===== src/rtl/regfile_2r1w.sv =====
// rtl/regfile_2r1w.sv - 32-entry register file, two combinational read ports, one write port
// Read ports go through per-bit 32:1 mux trees; a write-first bypass follows each tree.

module mux32 (
  input  logic [31:0] din,
  input  logic [4:0]  sel,
  output logic        dout
);

  assign dout = din[sel];

endmodule

module regfile_2r1w #(
  parameter int WIDTH    = 32,
  parameter bit ZERO_REG = 1'b1
) (
  input  logic             clk,
  input  logic             reset,
  input  logic             wr_en,
  input  logic [4:0]       wr_addr,
  input  logic [WIDTH-1:0] wr_data,
  input  logic [4:0]       rd_addr0,
  input  logic [4:0]       rd_addr1,
  output logic [WIDTH-1:0] rd_data0,
  output logic [WIDTH-1:0] rd_data1
);

  logic [WIDTH-1:0] regs_q [32];
  logic [WIDTH-1:0] regs_d [32];
  logic [31:0]      wr_dec;
  logic [WIDTH-1:0] tree0;
  logic [WIDTH-1:0] tree1;
  logic             byp0;
  logic             byp1;
  logic             wr_allowed;

  assign wr_allowed = wr_en && !(ZERO_REG && (wr_addr == 5'd0));

  always_comb begin
    wr_dec = '0;
    if (wr_allowed) begin
      wr_dec[wr_addr] = 1'b1;
    end
  end

  always_comb begin
    for (int i = 0; i < 32; i++) begin
      regs_d[i] = regs_q[i];
      if (wr_dec[i]) begin
        regs_d[i] = wr_data;
      end
    end
    // Keeps r0 at zero even before the first reset when it is hardwired.
    if (ZERO_REG) begin
      regs_d[0] = '0;
    end
  end

  always_ff @(posedge clk) begin
    for (int i = 0; i < 32; i++) begin
      if (reset) begin
        regs_q[i] <= '0;
      end else begin
        regs_q[i] <= regs_d[i];
      end
    end
  end

  // Each bit slice is transposed into a 32-wide column and fed to its own mux pair.
  for (genvar b = 0; b < WIDTH; b++) begin : g_bit
    logic [31:0] col;

    always_comb begin
      for (int i = 0; i < 32; i++) begin
        col[i] = regs_q[i][b];
      end
    end

    mux32 u_mux0 (
      .din  (col),
      .sel  (rd_addr0),
      .dout (tree0[b])
    );

    mux32 u_mux1 (
      .din  (col),
      .sel  (rd_addr1),
      .dout (tree1[b])
    );
  end

  always_comb begin
    byp0 = wr_allowed && !reset && (rd_addr0 == wr_addr);
    byp1 = wr_allowed && !reset && (rd_addr1 == wr_addr);
  end

  always_comb begin
    rd_data0 = byp0 ? wr_data : tree0;
    rd_data1 = byp1 ? wr_data : tree1;
  end

endmodule


===== config.mk =====
export PLATFORM = sky130hd
export DESIGN_NAME = regfile_2r1w
export DESIGN_NICKNAME = d
export VERILOG_FILES = /design/src/rtl/regfile_2r1w.sv
export SDC_FILE = /design/constraint.sdc
export NUM_CORES = 2
export LEC_CHECK = 0
export CAP_MARGIN = 20
export CORE_MARGIN = 5
export CORE_UTILIZATION = 60
export DETAILED_ROUTE_END_ITERATION = 12
export PLACE_DENSITY_LB_ADDON = 0.25
export SETUP_SLACK_MARGIN = 0.3
export SKIP_LAST_GASP = 1
export SLEW_MARGIN = 10
export SYNTH_ARGS = -nofsm -noshare
export SYNTH_HDL_FRONTEND = slang
export SYNTH_HIERARCHICAL = 1
export SYNTH_SLANG_ARGS = --single-unit

===== constraint.sdc =====
create_clock -name clk -period 2.7 [get_ports clk]
set_input_delay 0.405 -clock clk [delete_from_list [all_inputs] [get_ports clk]]
set_output_delay 0.405 -clock clk [all_outputs]
set_load 0.03 [all_outputs]

==> summary by stage <==
Status
The run finished, with violations left. The checks that failed: setup timing.

Floorplan
Once the floorplan was initialized, standard cells occupied roughly three fifths of the core. The number of placement rows is around 110. From left edge to right edge, the die measures 316.7 µm.

The area enclosed by the die boundary is between 100000 and 150000 µm². The overall die height is 316.7 µm. The total I/O pin count is 114. The core area is 93330 µm².

Hold path
The path with the worst hold slack has its endpoint at regs_q[1][462]$_SDFFE_PP0P_. The path class of the tightest hold or removal check is input pin to register. The origin of the worst min-delay path is reset. The hold path depth is 4.

Routing
The count of nets left with antenna violations once routing finished came out at 0. For this run, the detailed router's first-pass iteration total came to 8. For this block, the initial DRC count from the detailed router was 8964. In the final routed layout, each cell accounts on average for 27.12 µm. The wire length after detailed routing is 244.2 mm. Summing over every cut layer, the via total after detailed routing is 59480.

The routed via count divided by cell count is ~6.6. In the routed design, unresolved DRC markers number 0.

Clock tree
The later pin in the worst-skew pair is clocked with a latency of 0.69 ns. The master cell of the clock root buffer is clkbuf_16. The post-CTS clock slew at the launch and capture registers of the worst setup and hold paths is roughly 0.060 ns. No sink is reached through more buffers than the 3 on the longest clock path. The H-tree was split into 3 levels. The number of hold buffers added after cts is 0.

The clock buffer count from CTS is 103. Clock tree synthesis found a total of 992 sinks. TritonCTS built the clock tree.

Worst setup path
Of all nets on the critical path, the largest fanout is 8. STA puts the critical path data required time at 2.30 ns. The reg-to-reg critical path endpoint is regs_q[0][89]$_SDFFE_PP0P_. The category of the most critical setup path is input pin to primary output. In this run the critical register-to-register path is launched from regs_q[0][89]$_SDFFE_PP0P_.

The arrival time reported for the critical path endpoint is around 2.5 ns. The worst setup path is captured at a primary output. The element type at the critical path start is an input pin.

The critical path startpoint is rd_addr1[1]. In this run the register-to-register setup slack is 1.89 ns. The count of cells along the worst register-to-register path is 2.

GRT
The wire length of the first global-routing pass is 347.8 mm. In the global route stage, overall resource usage came out at 45.84%. The number of global-route vias before repair came to 55230. The sum of overflow across all layers after global routing is 0.

The initial antenna violation count was 4. The largest net degree at the start of global routing is 226.

STA
The worst pin sits at a relative slew slack of 20.51%. The routed design could run at a clock period as short as 2.863 ns. The clock arrives with 0 ns of skew. Once routing completed, OpenROAD measured the worst setup slack at -0.1633 ns. At the pin with the least slew margin, the transition time is 1.192 ns. The final-report hold violation count is 0.

The highest clock rate is 0.3492 GHz. The tightest hold margin is 0.3699 ns. The number of max-slew violations in the final report is 0. Setup repair after global routing could not meet its margin everywhere. Setup violations remaining at the end of the flow were counted as 49.

The worst path uses 106.0% of the clock period.

Yosys
The distinct cell type count after synthesis is 36. The synthesized area divided by synthesized cell count is 7.866 µm². The number of flip-flops and latches in the synthesized netlist is around 990. The predominant post-synthesis flop cell is dfxtp_1. The most frequent cell after synthesis is nand2_1. The sequential area share after synthesis is 35.19%.

The dominant cell type by area after synthesis is dfxtp_1. For this run, the number of Yosys warnings is 6. The gate count of the mapped netlist is a little over 7000.

Ranked by instance count, the synthesized netlist is headed by nand2_1 (2400), a21oi_1 (1184), mux2i_1 (1024). By area the synthesized netlist is led by dfxtp_1 (35%), mux2i_1 (18%), nand2_1 (16%). The area of the mapped netlist is 56440 µm². The number of flops mapped to enable cells by yosys is 0. In this run the biggest area consumer among cell types represents 35.19% of the synthesized area.

For this run, asynchronously set or reset flops after synthesis account for 0%.

Placement
After detailed placement, the total cell area comes to 61740 µm². During placement, the flow inserted port buffers numbering ~110. The worst setup slack before clock tree synthesis is -0.6099 ns. The global placer's final weighted congestion is 1.007. The post-DP HPWL is ~140 mm.

Finish
The register with the most flip-flops in the layout has 992 of them. The share of cells above drive strength 1 is 18.74%. The largest registers in the layout are regs_q (992). The relative area change from synthesis to final layout is 24.28%. The final layout contains 7694 nets.

The post-route cell area is 70140 µm². regs_q holds more flip-flops than any other register.

Power
The completed layout was analyzed and its total power is 36.25 mW. The power density over the cells is 516.8 nW/µm². The worst IR drop on VDD is 0.0005060 V. The analysis attributes to cell leakage a power of approximately 27 nW.

Run
Max-cap violations in this run came to 0.
[power breakdown]
part	switching, mW	total [mW]	internal [mW]
Sequential	0.0907	14.8	14.7
Combinational	3.17	5.61	2.44
Clock	6.55	15.8	9.26
Total	9.81	36.3	26.4
[metrics by stage]
stage	util [%]	cells	TNS [ns]
after detailed placement	66.15	8607	-25.88
after global routing	75.10	8981	-4.672
after floorplan	-	7238	0
after CTS	73.27	8918	-1.170
after global placement	66.15	8607	-24.30
final	75.16	9003	-3.103
[cell type report]
type                       instances  area, µm²
multi-input combinational       5700      34130
timing repair buffer             847      10670
tap                             1254       1569
clock inverter                    55      795.8
fill                            6715      23180
sequential                       992      20040
antenna                           22      55.05
clock buffer                     133       2884
[critical path, stage by stage]
cell	delay, ns
buf_16	0.18
buf_12	0.14
buf_16	0.14
buf_6	0.12
buf_12	0.11
mux2i_1	0.27
nand2_1	0.08
nand4b_1	0.14
a21oi_1	0.07
a311o_1	0.34
mux2_4	0.29
buf_6	0.14
[logic make-up (layout without fill, tap and decap cells)]
family                    count (synthesis)  in the layout  share of synthesized area (%)
and+or+nand+nor                        2970           2970                          22.25
AOI/OAI and AO/OA                      1568           1568                          15.89
muxes                                  1088           1088                          19.84
DFF                                     992            992                          35.19
buffers and inverters                   546           1035                          6.681
xor gates and xnor gates                 10             10                         0.1552
other                                     1             86                       0.006644
[per-layer routing]
| layer | global-route usage (%) | vias to the layer above | wire (µm) |
|---|---|---|---|
| li1 | - | 25630 | - |
| met1 | 57.12 | 27630 | 83790 |
| met2 | 66.17 | 4685 | 98390 |
| met3 | 14.79 | 1531 | 37670 |
| met4 | 34.32 | 2 | 24290 |
| met5 | 0 | - | 39 |
[worst max-delay path by stage]
stage                         endpoint  slack, ns
final                     rd_data1[21]      -0.16
after global routing      rd_data1[15]      -0.14
after CTS                  rd_data1[0]      -0.08
after detailed placement  rd_data1[30]      -0.61
after global placement    rd_data1[30]      -0.57
after floorplan            rd_data0[0]       0.48
[timing repair]
action	CTS	global route
endpoints found under the hold margin	0	0
cloned	30	15
gates resized for setup	434	291
pin swaps	178	167
setup buffers	93	48
endpoints found under the setup margin	64	64
[cells in the final DEF, fill, tap and decap left out, drive strengths merged, types with 72 or more instances in the layout]
master / count
nor2: 89
a22oi: 256
buf: 793
mux2i: 1024
nand2: 2400
dfxtp: 992
nand3: 128
and2: 72
clkbuf: 151
a21oi: 1184
(Power assumes the default switching activity.)
